## config.mk

```make
export PLATFORM = sky130hd
export DESIGN_NAME = fetch_redirect_ctrl
export DESIGN_NICKNAME = d
export VERILOG_FILES = /design/src/rtl/fetch_redirect_ctrl.sv
export SDC_FILE = /design/constraint.sdc
export NUM_CORES = 1
export LEC_CHECK = 0
export CAP_MARGIN = 10
export CORE_MARGIN = 4
export CORE_UTILIZATION = 41
export CTS_BUF_LIST = sky130_fd_sc_hd__clkbuf_16
export DETAILED_ROUTE_END_ITERATION = 12
export GPL_TIMING_DRIVEN = 1
export HOLD_SLACK_MARGIN = 0.12
export MAX_ROUTING_LAYER = met4
export PLACE_DENSITY_LB_ADDON = 0.1
export SYNTH_ARGS = -nofsm -noshare
export SYNTH_HDL_FRONTEND = slang
export SYNTH_SLANG_ARGS = --single-unit
export TNS_END_PERCENT = 1
```

## constraint.sdc

```tcl
create_clock -name clk -period 2.7 [get_ports clk]
set_input_delay 0.405 -clock clk [delete_from_list [all_inputs] [get_ports clk]]
set_output_delay 0.405 -clock clk [all_outputs]
set_load 0.005 [all_outputs]
```

## src/rtl/fetch_redirect_ctrl.sv

```systemverilog
// fetch_redirect_ctrl: picks the fetch-redirect source for the PC register.
// Sources, from highest priority: trap (3), mispredict (2), jump (1), and
// predicted-taken branch (0). A strobe that arrives while stallF is high is
// held in a single pending entry. D-stage redirects can also wait until the
// delay slot has been fetched.
module fetch_redirect_ctrl #(
  parameter int AW         = 32,
  parameter bit DS_WAIT_EN = 1'b1
) (
  input  logic          clk,
  input  logic          rst,
  input  logic          stallF,
  input  logic          trap_req,
  input  logic [AW-1:0] trap_target,
  input  logic          mispred_req,
  input  logic [AW-1:0] mispred_target,
  input  logic          jump_req,
  input  logic [AW-1:0] jump_target,
  input  logic          bpred_req,
  input  logic [AW-1:0] bpred_target,
  input  logic          ds_fetched,
  output logic          redirect_valid,
  output logic [AW-1:0] redirect_target,
  output logic [1:0]    redirect_src,
  output logic          flush_f,
  output logic          flush_d,
  output logic          busy
);

  localparam logic [1:0] S_IDLE    = 2'd0;
  localparam logic [1:0] S_HOLD    = 2'd1;
  localparam logic [1:0] S_WAIT_DS = 2'd2;

  logic [1:0]    state_reg, state_next;
  logic          pvalid_reg, pvalid_next;
  logic [1:0]    pprio_reg, pprio_next;
  logic [AW-1:0] ptarget_reg, ptarget_next;
  logic          ds_adv_reg, ds_adv_next;

  logic          live_v;
  logic [1:0]    live_prio;
  logic [AW-1:0] live_tgt;
  logic [1:0]    hold_prio;
  logic [AW-1:0] hold_tgt;

  logic          apply_c, flush_d_c;
  logic [1:0]    src_c;
  logic [AW-1:0] tgt_c;

  // Fixed-priority encode of the live strobes. Strobes that lose are dropped.
  always_comb begin
    live_v    = 1'b1;
    live_prio = 2'd0;
    live_tgt  = bpred_target;
    if (trap_req) begin
      live_prio = 2'd3;
      live_tgt  = trap_target;
    end else if (mispred_req) begin
      live_prio = 2'd2;
      live_tgt  = mispred_target;
    end else if (jump_req) begin
      live_prio = 2'd1;
      live_tgt  = jump_target;
    end else if (!bpred_req) begin
      live_v    = 1'b0;
    end
  end

  // In HOLD, only a strictly higher M/E-stage strobe replaces the older entry.
  // On a priority tie, the pending entry wins.
  always_comb begin
    hold_prio = pprio_reg;
    hold_tgt  = ptarget_reg;
    if (live_v && live_prio[1] && (live_prio > pprio_reg)) begin
      hold_prio = live_prio;
      hold_tgt  = live_tgt;
    end
  end

  // Next-state logic, and the redirect to apply in this cycle.
  always_comb begin
    state_next   = state_reg;
    pvalid_next  = pvalid_reg;
    pprio_next   = pprio_reg;
    ptarget_next = ptarget_reg;
    ds_adv_next  = ds_adv_reg;
    apply_c      = 1'b0;
    flush_d_c    = 1'b0;
    src_c        = 2'd0;
    tgt_c        = '0;
    case (state_reg)
      S_IDLE: begin
        if (live_v) begin
          if (live_prio[1] || ds_fetched || !DS_WAIT_EN) begin
            if (!stallF) begin
              apply_c   = 1'b1;
              src_c     = live_prio;
              tgt_c     = live_tgt;
              flush_d_c = live_prio[1];
            end else begin
              state_next   = S_HOLD;
              pvalid_next  = 1'b1;
              pprio_next   = live_prio;
              ptarget_next = live_tgt;
            end
          end else begin
            // Delay slot not fetched yet: let the PC advance sequentially first.
            state_next   = S_WAIT_DS;
            pvalid_next  = 1'b1;
            pprio_next   = live_prio;
            ptarget_next = live_tgt;
            ds_adv_next  = !stallF;
          end
        end
      end
      S_HOLD: begin
        if (!stallF) begin
          apply_c      = 1'b1;
          src_c        = hold_prio;
          tgt_c        = hold_tgt;
          flush_d_c    = hold_prio[1];
          state_next   = S_IDLE;
          pvalid_next  = 1'b0;
          pprio_next   = 2'd0;
          ptarget_next = '0;
        end else begin
          pprio_next   = hold_prio;
          ptarget_next = hold_tgt;
        end
      end
      S_WAIT_DS: begin
        if (live_v && live_prio[1]) begin
          // A later-stage redirect makes the D-stage entry obsolete.
          ds_adv_next = 1'b0;
          if (!stallF) begin
            apply_c      = 1'b1;
            src_c        = live_prio;
            tgt_c        = live_tgt;
            flush_d_c    = 1'b1;
            state_next   = S_IDLE;
            pvalid_next  = 1'b0;
            pprio_next   = 2'd0;
            ptarget_next = '0;
          end else begin
            state_next   = S_HOLD;
            pprio_next   = live_prio;
            ptarget_next = live_tgt;
          end
        end else if (!stallF) begin
          if (ds_adv_reg) begin
            apply_c      = 1'b1;
            src_c        = pprio_reg;
            tgt_c        = ptarget_reg;
            state_next   = S_IDLE;
            pvalid_next  = 1'b0;
            pprio_next   = 2'd0;
            ptarget_next = '0;
            ds_adv_next  = 1'b0;
          end else begin
            ds_adv_next = 1'b1;
          end
        end
      end
      default: begin
        state_next  = S_IDLE;
        pvalid_next = 1'b0;
        ds_adv_next = 1'b0;
      end
    endcase
  end

  // State registers. Reset also drops any strobe present in the reset cycle.
  always_ff @(posedge clk) begin
    if (rst) begin
      state_reg   <= S_IDLE;
      pvalid_reg  <= 1'b0;
      pprio_reg   <= 2'd0;
      ptarget_reg <= '0;
      ds_adv_reg  <= 1'b0;
    end else begin
      state_reg   <= state_next;
      pvalid_reg  <= pvalid_next;
      pprio_reg   <= pprio_next;
      ptarget_reg <= ptarget_next;
      ds_adv_reg  <= ds_adv_next;
    end
  end

  assign redirect_valid  = apply_c & ~rst;
  assign redirect_target = redirect_valid ? tgt_c : '0;
  assign redirect_src    = redirect_valid ? src_c : 2'd0;
  assign flush_f         = redirect_valid;
  assign flush_d         = redirect_valid & flush_d_c;
  assign busy            = pvalid_reg & ~rst;

endmodule
```

==> results.sh, run 1 <==
export IMPL_syn_nets=838
export IMPL_cts_buffers=5
export IMPL_layout_drive_gt1_share_pct=19.5
export IMPL_core_area_sq_um=11600
export IMPL_ir_drop_uv=289
export IMPL_fin_ws_ns=0.0361
export IMPL_grt_pass1_vias=6714
export IMPL_grt_start_max_net_pins=71
export IMPL_path_clk_slew_ns=0.06
export IMPL_post_place_ws_ns=-0.343
export IMPL_htree_levels=2
export IMPL_p_per_area_nw_per_um2=399
export IMPL_nFillCells=1073
export IMPL_gp_congestion=0.856
export IMPL_regArea_sq_um=769
export IMPL_r2r_slack_ns=0.61
export IMPL_grt_usage_pct=28.7
export IMPL_cp_max_fo=6
export IMPL_ant_nets=0
export IMPL_hold_viol_final=0
export IMPL_grt_first_pass_wirelength_um=33200
export IMPL_clkLatencyLatePin_ns=0.28
export IMPL_p_leak_nw=2.85
export IMPL_antenna_cells=0
export IMPL_fin_crit_ns=2.66
export IMPL_vias_per_cell=6.42
export IMPL_worst_setup_path_start_kind="flop"
export IMPL_ys_flop_type="dfxtp_1"
export IMPL_ys_ff_latch=38
export IMPL_cp_required_ns=2.30
export IMPL_cts_root_buf="clkbuf_16"
export IMPL_syn_area_per_cell_sq_um=7.11
export IMPL_whs_endpoint="pvalid_reg$_SDFFE_PP0P_"
export IMPL_reg2reg_depth=8
export IMPL_dpl_cell_area_sq_um=7030
export IMPL_synth_most_common_cell="nand2_1"
export IMPL_synth_top_cell_by_area="dfxtp_1"
export IMPL_clock_sinks=38
export IMPL_setup_violations=0
export IMPL_dp_cells=985
export IMPL_netlist_top_cells_count="nand2_1 (105), o21ai_0 (96), a21oi_1 (66)"
export IMPL_die_w_um=118
export IMPL_crit_type="reg -> out"
export IMPL_die_h_um=118
export IMPL_r2r_start="state_reg[0]$_SDFFE_PP0P_"
export IMPL_cts_tree="done"
export IMPL_hold_path_class="reg -> reg"
export IMPL_ys_seq_area_share_pct=15.4
export IMPL_multi_input_area_sq_um=3840
export IMPL_fin_cells=1008
export IMPL_dr_pass1_iters=9
export IMPL_syn_area_sq_um=4950
export IMPL_vias=6467
export IMPL_clock_path_buffers=2
export IMPL_port_buffers=173
export IMPL_drt_total_wl_um=20200
export IMPL_synth_edf_count=0
export IMPL_fin_area_sq_um=7360
export IMPL_place_hpwl_um=13300
export IMPL_max_freq_ghz=0.375
export IMPL_yosysWarnings=0
export IMPL_relSlewSlack_pct=56.7
export IMPL_num_io_pins=174
export IMPL_maxSlewViolCount=0
export IMPL_async_reset_ff_share_pct=0
export IMPL_hold_depth=2
export IMPL_dieArea_sq_um=13900
export IMPL_rows=39
export IMPL_worst_pin_slew_ns=0.650
export IMPL_rsz0062_at_grt="yes"
export IMPL_endpoint_kind="output port"
export IMPL_synth_cell_types=48
export IMPL_antenna_found_initial=0
export IMPL_overflow=0
export IMPL_avgRoutedWirePerCell_um=20.1
export IMPL_synth_cells=697
export IMPL_skew_ns=0.00288
export IMPL_largest_reg_flops=32
export IMPL_drv_cap=0
export IMPL_synth_top_area_share_pct=15.4
export IMPL_period_share_pct=98.7
export IMPL_start_util_pct=42.7
export IMPL_drc=0
export IMPL_r2r_end="ptarget_reg[29]$_SDFFE_PP0P_"
export IMPL_cp_arrival_ns=2.26
export IMPL_yosys_top_cells_area="dfxtp_1 (15%), o21ai_0 (9.7%), nand2_1 (8.0%)"
export IMPL_status="finished, final reports clean"
export IMPL_nets=1005
export IMPL_syn2layout_area_growth_pct=48.6
export IMPL_drtIter0Drc=717
export IMPL_worstHoldStart="pvalid_reg$_SDFFE_PP0P_"
how the worst max path moves through the flow:
stage	startpoint	to	slack [ns]	depth (start not counted)
CTS	state_reg[0]$_SDFFE_PP0P_	flush_f	-0.08	8
global route	state_reg[0]$_SDFFE_PP0P_	redirect_target[21]	-0.05	9
floorplan	mispred_req	redirect_target[11]	0.04	12
finish	state_reg[0]$_SDFFE_PP0P_	redirect_target[21]	0.04	9
detailed placement	mispred_req	redirect_target[3]	-0.34	9
global placement	bpred_req	redirect_target[20]	-0.32	7
metal layers:
metal	global-route usage, %	up-vias	wire length [um]
met5	-	-	0
met4	9.45	0	459
met3	4.32	44	1700
met2	47.2	400	9610
met1	36.0	3030	8440
li1	-	2993	-
logic make-up after synthesis:
family / after synthesis / share of synthesized area (%)
flops: 38 / 15.4
simple gates: 193 / 20.3
compound gates: 333 / 47.3
mux: 32 / 6.46
buf+inv: 96 / 9.29
fa+ha+maj: 5 / 1.26
placed cells by master (no fill, tap or decap), drive strengths merged, types with 2 or more instances in the layout:
cell / instances
clkdlybuf4s50: 129
o21ai: 106
nand2: 105
buf: 78
a21oi: 75
dfxtp: 38
o211ai: 35
nand2b: 34
a221oi: 33
mux2i: 32
and3b: 32
o221a: 32
o32ai: 31
clkbuf: 20
dlygate4sd2: 18
nor2: 11
inv: 11
ha: 5
clkdlybuf4s15: 4
nor2b: 4
o21a: 3
and3: 3
a22oi: 3
a211oi: 3
dlymetal6s2s: 2
o22ai: 2
or2: 2
a21boi: 2
clkinv: 2
stage by stage:
step                hold WS (ns)  power, mW  setup TNS (ns)  utilization [%]
detailed placement         0.475       2.26           -9.07             60.5
floorplan                  0.449       1.57               0                -
finish                     0.481       2.94               0             63.4
CTS                        0.487       2.88          -0.955             62.9
global placement           0.466       2.22           -8.61             60.5
global route               0.527       3.10         -0.0478             63.4
report_power, final:
group	switching (mW)	internal (mW)	total, mW
Clock	0.242	0.334	0.577
Sequential	0.0649	0.639	0.704
Combinational	0.874	0.781	1.66
Total	1.18	1.75	2.94
timing repair:
item,4_1_cts,5_1_grt
setup endpoints to repair,37,36
setup buffers,12,0
hold buffers,0,0
gates resized for setup,55,61
pin swaps,2,6
gates cloned,3,0
worst max-delay path, stage by stage, from the launching register on:
cell	delay (ns)
dfxtp_4	0.37
inv_4	0.09
ha_4	0.15
a21oi_1	0.08
a2111o_2	0.50
buf_8	0.16
buf_6	0.12
buf_4	0.14
a21oi_1	0.12
clkdlybuf4s15_1	0.23
cell type report:
type | count | share of cell area, %
Timing Repair Buffer | 246 | 32.5
Inverter | 10 | 0.544
Tap cell | 143 | 2.43
Sequential cell | 38 | 10.5
Multi-Input combinational cell | 563 | 52.2
Clock buffer | 5 | 1.70
Clock inverter | 3 | 0.170
No activity file was read; power rests on OpenSTA's default activity.
==> run 2: changes to the inputs <==
--- a/config.mk
+++ b/config.mk
@@ -6,6 +6,7 @@
 export NUM_CORES = 1
 export LEC_CHECK = 0
 export CAP_MARGIN = 10
+export CORE_ASPECT_RATIO = 0.7
 export CORE_MARGIN = 4
 export CORE_UTILIZATION = 41
 export CTS_BUF_LIST = sky130_fd_sc_hd__clkbuf_16
==> run 2 against run 1 <==
Compared with the run above:
- the run now ends with setup timing left
- clock skew up 0.0081 ns
- clock power rose by 1%
- power is 0.47% lower
- count of clock-buffer cells in the layout stayed put
- final cell count grew 0.30%
- via count shrank 1.8%
- flip-flop and latch count is the same
- routed wire length fell by 0.23%
- maximum frequency down 9.8%
- sequential power fell by 0.6%
- register-to-register slack got worse by 0.27 ns
- die area rose by 0.20%
==> results.sh, run 2 (same netlist as run 1, synthesis figures left out) <==
export IMPL_status="finished with violations"
export IMPL_violations="setup timing"
export IMPL_grt_first_pass_wirelength_um=31300
export IMPL_max_freq_ghz=0.339
export IMPL_grt_start_max_net_pins=71
export IMPL_fin_crit_ns=2.95
export IMPL_combPwrFrac_pct=56.1
export IMPL_maxSlewViolCount=0
export IMPL_start_util_pct=42.1
export IMPL_vias=6350
export IMPL_p_switching_mw=1.17
export IMPL_largest_reg_flops=32
export IMPL_clock_path_buffers=2
export IMPL_p_leak_nw=2.78
export IMPL_drt_total_wl_um=20200
export IMPL_overflow=0
export IMPL_crit_start="mispred_req"
export IMPL_htree_levels=2
export IMPL_p_per_area_nw_per_um2=400
export IMPL_cts_root_buf="clkbuf_16"
export IMPL_crit_type="in -> out"
export IMPL_syn2layout_area_growth_pct=47.3
export IMPL_relSlewSlack_pct=58.4
export IMPL_period_share_pct=109
export IMPL_layout_drive_gt1_share_pct=15.7
export IMPL_clkPwrFrac_pct=20.0
export IMPL_setup_violations=22
export IMPL_r2r_start="state_reg[1]$_SDFFE_PP0P_"
export IMPL_cts_tree="done"
export IMPL_nets=994
export IMPL_core_area_sq_um=11800
export IMPL_total_power_mw=2.92
export IMPL_rsz0062_at_grt="yes"
export IMPL_worst_setup_path_start_kind="input pin"
export IMPL_gp_congestion=0.888
export IMPL_nFillCells=1056
export IMPL_layout_common_cells="clkdlybuf4s50_1 (149), nand2_1 (104), o21ai_0 (84)"
export IMPL_avgRoutedWirePerCell_um=19.9
export IMPL_drv_cap=0
export IMPL_hold_path_class="reg -> reg"
export IMPL_path_clk_slew_ns=0.06
export IMPL_whs_ns=0.492
export IMPL_p_int_mw=1.75
export IMPL_clock_sinks=38
export IMPL_final_util_pct=62.0
export IMPL_die_h_um=100
export IMPL_reg2reg_depth=8
export IMPL_r2r_end="ptarget_reg[16]$_SDFFE_PP0P_"
export IMPL_dr_pass1_iters=5
export IMPL_num_io_pins=174
export IMPL_dieArea_sq_um=13900
export IMPL_clkLatencyLatePin_ns=0.29
export IMPL_grt_usage_pct=27.5
export IMPL_seq_power_share_pct=23.9
export IMPL_grt_pass1_vias=6190
export IMPL_antenna_cells=0
export IMPL_ir_drop_uv=312
export IMPL_drc=0
export IMPL_cts_buffers=5
export IMPL_skew_ns=0.0109
export IMPL_ant_nets=0
export IMPL_cp_max_fo=13
export IMPL_place_hpwl_um=13900
export IMPL_cp_endpoint="redirect_target[28]"
export IMPL_port_buffers=173
export IMPL_post_place_ws_ns=-0.325
export IMPL_endpoint_kind="output port"
export IMPL_p_sw_share_pct=40.1
export IMPL_fin_ws_ns=-0.253
export IMPL_final_common_cell="clkdlybuf4s50_1"
export IMPL_antenna_found_initial=0
export IMPL_cp_arrival_ns=2.55
export IMPL_vias_per_cell=6.28
export IMPL_die_w_um=139
export IMPL_r2r_slack_ns=0.34
export IMPL_worst_pin_slew_ns=0.624
export IMPL_cp_required_ns=2.30
export IMPL_rows=33
export IMPL_drtIter0Drc=706
export IMPL_hold_viol_final=0
run 2: critical path, stage by stage:
cell             delay, ns
buf_2                 0.13
nor2_4                0.12
inv_2                 0.06
ha_4                  0.29
buf_4                 0.12
a21oi_4               0.05
or2_4                 0.25
bufbuf_16             0.29
o211ai_1              0.24
a21oi_1               0.11
clkdlybuf4s50_1       0.46
run 2: power groups by stage:
stage,clock (mW),sequential (mW),combinational (mW)
final,0.583,0.700,1.64
after global routing,0.612,0.706,1.75
after CTS,0.580,0.696,1.59
after detailed placement,0,0.707,1.53
after global placement,0,0.701,1.49
after floorplan,0,0.687,0.886
run 2: repair_timing:
item                       CTS  global route
hold buffers                 0             0
resized for setup           30            19
hold endpoints to repair     0             0
buffers inserted             1             0
setup endpoints to repair   37            37
pin swaps                    4             3
cloned                       1             1
run 2: cell type report:
| type | count | area, sq um | share of cell area, % |
|---|---|---|---|
| multi-input combinational | 563 | 3800 | 52.0 |
| sequential | 38 | 761 | 10.4 |
| inverter | 10 | 37.5 | 0.514 |
| clock buffer | 5 | 125 | 1.71 |
| tap | 157 | 196 | 2.69 |
| timing repair buffer | 235 | 2360 | 32.4 |
| clock inverter | 3 | 16.3 | 0.223 |
run 2: per-layer routing:
metal | GRT usage [%] | part of all wire [%]
met3 | 4.48 | 8.9
met2 | 42.4 | 44
met1 | 38.0 | 46
met5 | - | 0
met4 | 6.69 | 1.1
run 2: worst min-delay path by stage:
stage                                        from                 endpoint  slack, ns  cells after the start
after global placement    pvalid_reg$_SDFFE_PP0P_  pvalid_reg$_SDFFE_PP0P_       0.47                      2
after detailed placement  pvalid_reg$_SDFFE_PP0P_  pvalid_reg$_SDFFE_PP0P_       0.47                      2
after CTS                 pvalid_reg$_SDFFE_PP0P_  pvalid_reg$_SDFFE_PP0P_       0.49                      2
final                     pvalid_reg$_SDFFE_PP0P_  pvalid_reg$_SDFFE_PP0P_       0.49                      2
after global routing      pvalid_reg$_SDFFE_PP0P_  pvalid_reg$_SDFFE_PP0P_       0.49                      2
after floorplan           pvalid_reg$_SDFFE_PP0P_  pvalid_reg$_SDFFE_PP0P_       0.45                      2
run 2: through the flow:
step                      TNS (ns)  std cells  area, sq um
final                        -3.33       1011         7300
after global routing         -5.45       1011         7300
after CTS                    -3.62       1010         7230
after detailed placement     -9.34       1000         7030
after global placement       -8.22       1000         7030
after floorplan                  0        697         4950
==> run 3: changes to the inputs <==
--- a/config.mk
+++ b/config.mk
@@ -15,6 +15,7 @@
 export HOLD_SLACK_MARGIN = 0.12
 export MAX_ROUTING_LAYER = met4
 export PLACE_DENSITY_LB_ADDON = 0.1
+export SETUP_SLACK_MARGIN = 0.15
 export SYNTH_ARGS = -nofsm -noshare
 export SYNTH_HDL_FRONTEND = slang
 export SYNTH_SLANG_ARGS = --single-unit
==> run 3 against run 2 <==
Compared with the run above:
- the run now ends clean
- count of clock-buffer cells in the layout unchanged
- maximum frequency up 14%
- die area unchanged
- power down 0.39%
- highest routed layer unchanged
==> results.sh, run 3 (same netlist as run 1, synthesis figures left out) <==
export IMPL_max_freq_ghz=0.385
export IMPL_dp_cells=1013
export IMPL_p_int_mw=1.75
export IMPL_path_clk_slew_ns=0.06
export IMPL_cp_endpoint="redirect_target[7]"
export IMPL_antenna_cells=0
export IMPL_p_sw_share_pct=39.7
export IMPL_grt_start_max_net_pins=71
export IMPL_avgRoutedWirePerCell_um=19.5
export IMPL_cts_root_buf="clkbuf_16"
export IMPL_worst_pin_slew_ns=0.878
export IMPL_clkPwrFrac_pct=19.4
export IMPL_period_share_pct=96.2
export IMPL_cts_buffers=5
export IMPL_fin_crit_ns=2.60
export IMPL_r2r_start="pprio_reg[1]$_SDFFE_PP0P_"
export IMPL_rsz0062_at_grt="yes"
export IMPL_drtIter0Drc=606
export IMPL_cts_tree="done"
export IMPL_p_leak_nw=2.83
export IMPL_maxSlewViolCount=0
export IMPL_clkLatencyLatePin_ns=0.28
export IMPL_regArea_sq_um=767
export IMPL_rows=33
export IMPL_skew_ns=0.00182
export IMPL_hold_buffers=0
export IMPL_p_switching_mw=1.16
export IMPL_nets=1006
export IMPL_dr_pass1_iters=5
export IMPL_seq_power_share_pct=24.2
export IMPL_grt_usage_pct=28.3
export IMPL_overflow=0
export IMPL_dpl_cell_area_sq_um=7220
export IMPL_hold_path_class="reg -> reg"
export IMPL_start_util_pct=42.1
export IMPL_hold_viol_final=0
export IMPL_vias_per_cell=6.19
export IMPL_grt_pass1_vias=6344
export IMPL_final_util_pct=62.6
export IMPL_nFillCells=1034
export IMPL_largest_reg_flops=32
export IMPL_relSlewSlack_pct=41.3
export IMPL_cp_arrival_ns=2.19
export IMPL_clock_path_buffers=2
export IMPL_layout_drive_gt1_share_pct=21.9
export IMPL_cp_max_fo=13
export IMPL_place_hpwl_um=14400
export IMPL_syn2layout_area_growth_pct=48.6
export IMPL_dieArea_sq_um=13900
export IMPL_clock_sinks=38
export IMPL_endpoint_kind="output port"
export IMPL_final_common_cell="clkdlybuf4s50_1"
export IMPL_ir_drop_uv=235
export IMPL_die_w_um=139
export IMPL_grt_first_pass_wirelength_um=31900
export IMPL_total_power_mw=2.91
export IMPL_gp_congestion=0.883
export IMPL_fin_ws_ns=0.103
export IMPL_port_buffers=173
export IMPL_fin_cells=1023
export IMPL_status="finished, final reports clean"
export IMPL_fin_area_sq_um=7360
export IMPL_crit_start="trap_req"
export IMPL_post_place_ws_ns=-0.225
export IMPL_vias=6334
export IMPL_layout_common_cells="clkdlybuf4s50_1 (129), nand2_1 (104), o21ai_0 (89)"
export IMPL_r2r_end="ptarget_reg[11]$_SDFFE_PP0P_"
export IMPL_reg2reg_depth=9
export IMPL_htree_levels=2
export IMPL_multi_input_area_sq_um=3860
export IMPL_r2r_slack_ns=0.33
export IMPL_drt_total_wl_um=19900
export IMPL_core_area_sq_um=11800
export IMPL_ant_nets=0
export IMPL_die_h_um=100
export IMPL_crit_type="in -> out"
export IMPL_cp_required_ns=2.30
export IMPL_num_io_pins=174
export IMPL_drc=0
export IMPL_combPwrFrac_pct=56.5
export IMPL_p_per_area_nw_per_um2=395
export IMPL_drv_cap=0
export IMPL_setup_violations=0
export IMPL_worst_setup_path_start_kind="input pin"
export IMPL_antenna_found_initial=0
## run 3: per-layer routing
layer,vias to the layer above,track usage [%],share of wire (%)
met5,-,-,0
met4,0,7.74,1.6
met3,40,5.19,8.7
met2,361,45.6,45
met1,2934,36.7,45
li1,2999,-,-
## run 3: timing repair
item | 4_1_cts | 5_1_grt
endpoints found under the setup margin | 37 | 24
buffers inserted | 0 | 2
cloned | 0 | 0
hold endpoints to repair | 0 | 0
pin swaps | 10 | 16
resized for setup | 138 | 31
## run 3: area by class of cell
type	instances	area share, %
inverter	10	0.544
clock inverter	3	0.170
tap	157	2.67
multi-input combinational	563	52.4
clock buffer	5	1.70
timing repair buffer	247	32.1
sequential	38	10.4
## run 3: power groups by stage
stage	clock network (mW)	registers, mW	logic (mW)
after floorplan	0	0.687	0.893
after CTS	0.569	0.700	1.59
after global routing	0.597	0.712	1.77
after global placement	0	0.702	1.54
after detailed placement	0	0.710	1.58
final	0.564	0.703	1.64
## run 3: how the worst min path moves through the flow
stage	from	end	slack [ns]	cells past startpoint
2_1_floorplan	pvalid_reg$_SDFFE_PP0P_	pvalid_reg$_SDFFE_PP0P_	0.45	2
3_3_place_gp	pvalid_reg$_SDFFE_PP0P_	pvalid_reg$_SDFFE_PP0P_	0.46	2
3_5_place_dp	pvalid_reg$_SDFFE_PP0P_	pvalid_reg$_SDFFE_PP0P_	0.47	2
4_1_cts	pvalid_reg$_SDFFE_PP0P_	pvalid_reg$_SDFFE_PP0P_	0.48	2
5_1_grt	pvalid_reg$_SDFFE_PP0P_	pvalid_reg$_SDFFE_PP0P_	0.52	2
6_report	pvalid_reg$_SDFFE_PP0P_	pvalid_reg$_SDFFE_PP0P_	0.48	2
## run 3: critical path, cell delays in order
cell and delay [ns]:
buf_2 0.13, nor2_4 0.12, inv_2 0.06, ha_4 0.27, nand2_2 0.09, o22ai_4 0.07, or2_4 0.29, buf_8 0.15
o211ai_1 0.28, a21oi_4 0.09, clkdlybuf4s15_2 0.21
## run 3: stage by stage
| step | hold WS, ns | setup TNS (ns) |
|---|---|---|
| final | 0.476 | 0 |
| after global routing | 0.521 | 0 |
| after CTS | 0.478 | -0.191 |
| after detailed placement | 0.470 | -6.61 |
| after global placement | 0.464 | -5.99 |
| after floorplan | 0.449 | 0 |
